$ cat config.mk
export PLATFORM = sky130hd
export DESIGN_NAME = seq_serializer
export DESIGN_NICKNAME = d
export VERILOG_FILES = /design/src/rtl/seq_serializer.sv
export SDC_FILE = /design/constraint.sdc
export NUM_CORES = 1
export LEC_CHECK = 0
export CORE_MARGIN = 8
export CORE_UTILIZATION = 48
export CTS_BUF_LIST = sky130_fd_sc_hd__clkbuf_4 sky130_fd_sc_hd__clkbuf_8
export DETAILED_ROUTE_END_ITERATION = 10
export GPL_TIMING_DRIVEN = 0
export PLACE_DENSITY = 0.78
export SLEW_MARGIN = 20
export SYNTH_ARGS = -nofsm -noshare
export SYNTH_HDL_FRONTEND = slang
export SYNTH_SLANG_ARGS = --single-unit
$ cat constraint.sdc
create_clock -name clk -period 1.6 [get_ports clk]
set_clock_uncertainty 0.1 [all_clocks]
set_input_delay 0.32 -clock clk [delete_from_list [all_inputs] [get_ports clk]]
set_output_delay 0.32 -clock clk [all_outputs]
set_load 0.03 [all_outputs]
$ cat src/rtl/seq_serializer.sv
// Parallel-to-serial front end for the sequence detector.
// Streams a WIDTH-bit word one bit per shift_en onto dout.
module seq_serializer #(
  parameter int WIDTH     = 8,
  parameter bit LSB_FIRST = 1'b0
) (
  input  logic             clk,
  input  logic             rst,
  input  logic [WIDTH-1:0] load_data,
  input  logic             load_valid,
  output logic             load_ready,
  input  logic             shift_en,
  output logic             dout,
  output logic             dout_valid,
  output logic             busy,
  output logic             done
);

  localparam int CW = $clog2(WIDTH);
  localparam logic [CW-1:0] LAST = CW'(WIDTH - 1);

  typedef enum logic {
    IDLE,
    SHIFT
  } state_t;

  state_t           state, state_n;
  logic [WIDTH-1:0] sreg, sreg_n;
  logic [CW-1:0]    cnt, cnt_n;
  logic             dout_n, dv_n, busy_n, done_n;
  logic             last, accept;

  assign last       = (state == SHIFT) && shift_en && (cnt == LAST);
  assign load_ready = (state == IDLE) || last;
  assign accept     = load_valid && load_ready;

  always_comb begin
    state_n = state;
    sreg_n  = sreg;
    cnt_n   = cnt;
    dout_n  = dout;
    dv_n    = dout_valid;
    done_n  = 1'b0;
    if (accept) begin
      // Also covers the back-to-back handoff on the last-bit edge.
      state_n = SHIFT;
      sreg_n  = load_data;
      cnt_n   = '0;
      dv_n    = 1'b1;
      dout_n  = LSB_FIRST ? load_data[0] : load_data[WIDTH-1];
      done_n  = last;
    end else begin
      unique case (state)
        IDLE: begin
          dout_n = 1'b0;
          dv_n   = 1'b0;
        end
        SHIFT: begin
          if (shift_en) begin
            if (cnt == LAST) begin
              state_n = IDLE;
              cnt_n   = '0;
              dout_n  = 1'b0;
              dv_n    = 1'b0;
              done_n  = 1'b1;
            end else begin
              sreg_n = LSB_FIRST ? (sreg >> 1) : (sreg << 1);
              cnt_n  = cnt + 1'b1;
              dout_n = LSB_FIRST ? sreg[1] : sreg[WIDTH-2];
            end
          end
        end
      endcase
    end
    busy_n = (state_n == SHIFT);
  end

  always_ff @(posedge clk or posedge rst) begin
    if (rst) begin
      state      <= IDLE;
      sreg       <= '0;
      cnt        <= '0;
      dout       <= 1'b0;
      dout_valid <= 1'b0;
      busy       <= 1'b0;
      done       <= 1'b0;
    end else begin
      state      <= state_n;
      sreg       <= sreg_n;
      cnt        <= cnt_n;
      dout       <= dout_n;
      dout_valid <= dv_n;
      busy       <= busy_n;
      done       <= done_n;
    end
  end

endmodule
After elaboration in Yosys (flattened, before gate mapping). Cells that the tools add are included. Widths: inputs -> output; s select.

Register bits after elaboration: 14. Bits of input ports: 12. Logic and storage cells: 45.

Add/sub/neg operators: 1. Equal/unequal tests: 4. Multiplexer cells: 24. Bitwise gates (word level): 1. Reductions and logical operators: 9.

Operators by type and width (number): $mux 7 (4); $mux 1 (14); $mux 3 (4); $pmux 1 s2 (2); $reduce_and 2->1 (2); $reduce_bool 2->1 (2); $add 3x1->3 const B (1); $eq 3x3->1 const B (1); $logic_and 1x1->1 (3); $ne 3x1->1 const B (1); $ne 3x2->1 const B (1); $reduce_and 3->1 (1); $ne 2x2->1 const B (1); $logic_or 1x1->1 (1); $not 1->1 (1).

Longest topological paths before layout.
Word-level depth: 6. Depth in mapped cells: 6.

Worst setup path after synthesis. No wires, ideal clock.

Path type: register -> register. Start: register cnt[0]. End: register dout_valid. Library setup time: 125 ps. Arrival: 1498 ps. Path slack: -123 ps. Cell stages (with the launch flop): 7. Path buffers: 1. Period minus slack after synthesis: 1723 ps. Cells stage by stage: dfrtp_1 ha_1 ha_1 buf_2 nand2_1 nand2_1 mux2_2.

Word-level cells in the longest chain between the ends: 6. Elaborated cells between the ends (all ways): 8. Classes of those cells: 3 x eq/ne; 1 x mux; 4 x reduce/logical.

Ends and longest elaborated chain: from (decl) (line 29) `logic [CW-1:0] cnt, cnt_n;`; from (signal assigned) (line 90) `cnt <= cnt_n;`; $eq 3x3->1 * (line 33) `assign last = (state == SHIFT) && shift_en && (cnt == LAST);`; $logic_and 1x1->1 * (line 33); $logic_or 1x1->1 * (line 34) `assign load_ready = (state == IDLE) || last;`; via load_ready (line 11) `output logic load_ready,`; $logic_and 1x1->1 * (line 35) `assign accept = load_valid && load_ready;`; $ne 3x1->1 (no source line) or $ne 3x2->1 (tied branches); $reduce_and 2->1 (no source line); to (signal assigned) (line 92) `dout_valid <= dv_n;`; to (decl) (line 14) `output logic dout_valid,`.

The timed path passes the listed nets; every way through them passes the cells marked *. A chain may end at the register's enable or synchronous reset.

Worst setup path after layout.
Start: register cnt[0]. End: output load_ready.

Word-level cells in the longest chain between the ends: 3.

Ends and longest elaborated chain (line): $eq 3x3->1 (33); $logic_and 1x1->1 (33); $logic_or 1x1->1 (34); to (decl) (11).

No other way between the ends.

==> impl_metrics.json <==
{
  "ir_worst_vdd_v": 0.0007284,
  "cts_sinks": 14,
  "cp.required_ns": 1.18,
  "power.leakage_nw": 0.5473,
  "diodes": 0,
  "layout.nets": 126,
  "crit_path_end_kind": "output port",
  "critPathArrivalTime_ns": 1.42,
  "syn_avg_cell_area_um2": 10.37,
  "path_cells": "ha_2 -> ha_4 -> buf_6 -> nand2_4 -> nand2_4 -> buf_6",
  "status": "finished with violations",
  "place_congestion": 0.7804,
  "mappedNetlistArea_um2": 892.1,
  "die_y_um": 59.11,
  "core-area_um2": 1745,
  "worst_path_max_delay_cell": "dfrtp_1",
  "slew_headroom_pct": 62.88,
  "cp-start-kind": "register",
  "cts_root_buf": "clkbuf_4",
  "grt_max_degree": 15,
  "multi_input_area_um2": 544.3,
  "rsz0062_at_grt": "true",
  "worst_slew_pin_slew_ns": 0.5561,
  "drc": 0,
  "h-tree-depth": 1,
  "grt_pass1_wl_um": 3677,
  "crit_type": "reg2out",
  "yosys_warnings": 0,
  "port-buffer-count": 16,
  "fp.dieArea_um2": 3494,
  "cts_tree": "yes",
  "ant_nets": 0,
  "rows": 15,
  "fillerInstances": 139,
  "whs_ns": 0.2761,
  "crit_family": "flip-flops",
  "fin_tns_setup_ns": -1.412,
  "total_power_mw": 1.545,
  "grt_use_total_pct": 13.80,
  "synth-seq-cells": 14,
  "slew_violations": 0,
  "synth_seq_area_share_pct": 39.27,
  "drv_cap": 0,
  "fin_ws_ns": -0.2369,
  "path_clk_slew_ns": 0.10,
  "final_common_cell": "dfrtp_1",
  "setup_viol": 10,
  "drtIter0Drc": 13,
  "die_w_um": 59.11,
  "cts_made_buffers": 3,
  "ys_types": 30,
  "clockBufferDepth": 2,
  "start_util_pct": 51.11,
  "synth_cells": 86,
  "grt_pass1_vias": 797,
  "post-route-min-period_ns": 1.837,
  "hold_viol_final": 0,
  "seq_area_um2": 350.3,
  "dr.pass1.iters": 3,
  "io_pins": 17,
  "grt_antenna_before_repair": 0,
  "layout_common_cells": "14 x dfrtp_1, 11 x clkdlybuf4s50_1",
  "fmax_ghz": 0.5444,
  "failed_checks": "setup timing",
  "grt_overflow": 0,
  "path_buf_inv": 2,
  "routed_wl_um": 2136,
  "cp_max_fo": 2,
  "min_path_type": "in2async",
  "area_growth_pct": 37.87,
  "avgViaCountPerCell": 5.449,
  "period_share_pct": 114.8,
  "drive_gt1_share_pct": 36.04,
  "pwr_density_cell_nw_per_um2": 1256,
  "vias": 741,
  "clock_latency_ns": 0.29,
  "slowest_delay_ns": 0.40,
  "wl_per_cell_um": 15.71,
  "syn_nets": 100,
  "dp_slack_ns": -0.5846,
  "dp_hpwl_um": 1401
}
==> cells in the mapped netlist (all sizes together) <==
master	n	share of area, %
o2bb2ai	1	0.98
nand2b	6	4.2
and3b	6	6.5
and3	1	0.70
dfrtp	14	39
ha	2	2.8
inv	2	0.84
a22o	1	0.98
or2b	1	0.84
nor2	2	0.84
a21oi	4	2.7
mux2i	1	1.1
nor3b	6	5.0
o21ai	9	5.0
a211oi	2	2.2
nor2b	1	0.70
o221a	6	7.6
buf	7	5.9
nand2	8	3.4
mux2	5	7.6
a21o	1	0.84
==> cell families after synthesis <==
kind of cell | share of synthesized area [%]
and+or+nand+nor | 22.16
muxes | 8.695
DFF | 39.27
adders and majority gates | 2.805
buffers and inverters | 6.730
AOI/OAI and AO/OA | 20.34
==> worst paths after layout <==
check,slack (ns),startpoint,endpoint,depth (start not counted)
worst max-delay path,-0.24,cnt[0],load_ready,6
worst min-delay path,0.28,rst,cnt[1],2
worst max register to register,-0.18,cnt[0],sreg[1],8
worst min register to register,0.41,cnt[1],cnt[1],2
max in group asynchronous,0.75,rst,sreg[1],2
min in group clk,0.41,cnt[1],cnt[1],2
==> final cells by class <==
class                      instances  area share (%)
inverter                           2          0.6104
timing repair buffer              21           16.38
sequential                        14           28.48
clock buffer                       4           2.950
multi-input combinational         63           44.25
tap                               25           2.543
buffer                             7           4.781
==> state kept, by name, summed over array words and instances (netlist names) <==
register,count
cnt,3
done,1
dout,1
dout_valid,1
sreg,7
state,1
==> metrics by stage <==
stage	util (%)	area (µm²)	std cells
finish	70.47	1230	136
global route	70.47	1230	136
CTS	69.25	1209	135
detailed placement	62.51	1091	127
global placement	62.51	1091	127
floorplan	-	899.6	86
==> repair_timing <==
item,4_1_cts,5_1_grt
gates cloned,1,0
endpoints found under the setup margin,13,11
pin swaps,12,2
setup buffers,3,1
resized for setup,25,3
hold buffers,0,0
==> routing by layer <==
metal  vias to the layer above  track usage, %  routed length (µm)
li1                        361               -                   -
met1                       358           15.86                 991
met2                        17           23.52                1013
met3                         5           3.905                 103
met4                         0           5.119                  27
met5                         -               0                   0
==> where the power goes <==
group / total (mW) / internal, mW / switching (mW)
Combinational: 0.685 / 0.373 / 0.312
Clock: 0.274 / 0.139 / 0.135
Sequential: 0.586 / 0.486 / 0.100
==> worst reg2reg max path: cells and delay by family, from the launching register on <==
family / cells / cell delay (ns)
compound gates: 2 / 0.30
fa+ha+maj: 2 / 0.36
buf+inv: 3 / 0.38
flops: 1 / 0.40
simple gates: 1 / 0.18
Note: power is estimated with default switching activity, not from simulation.
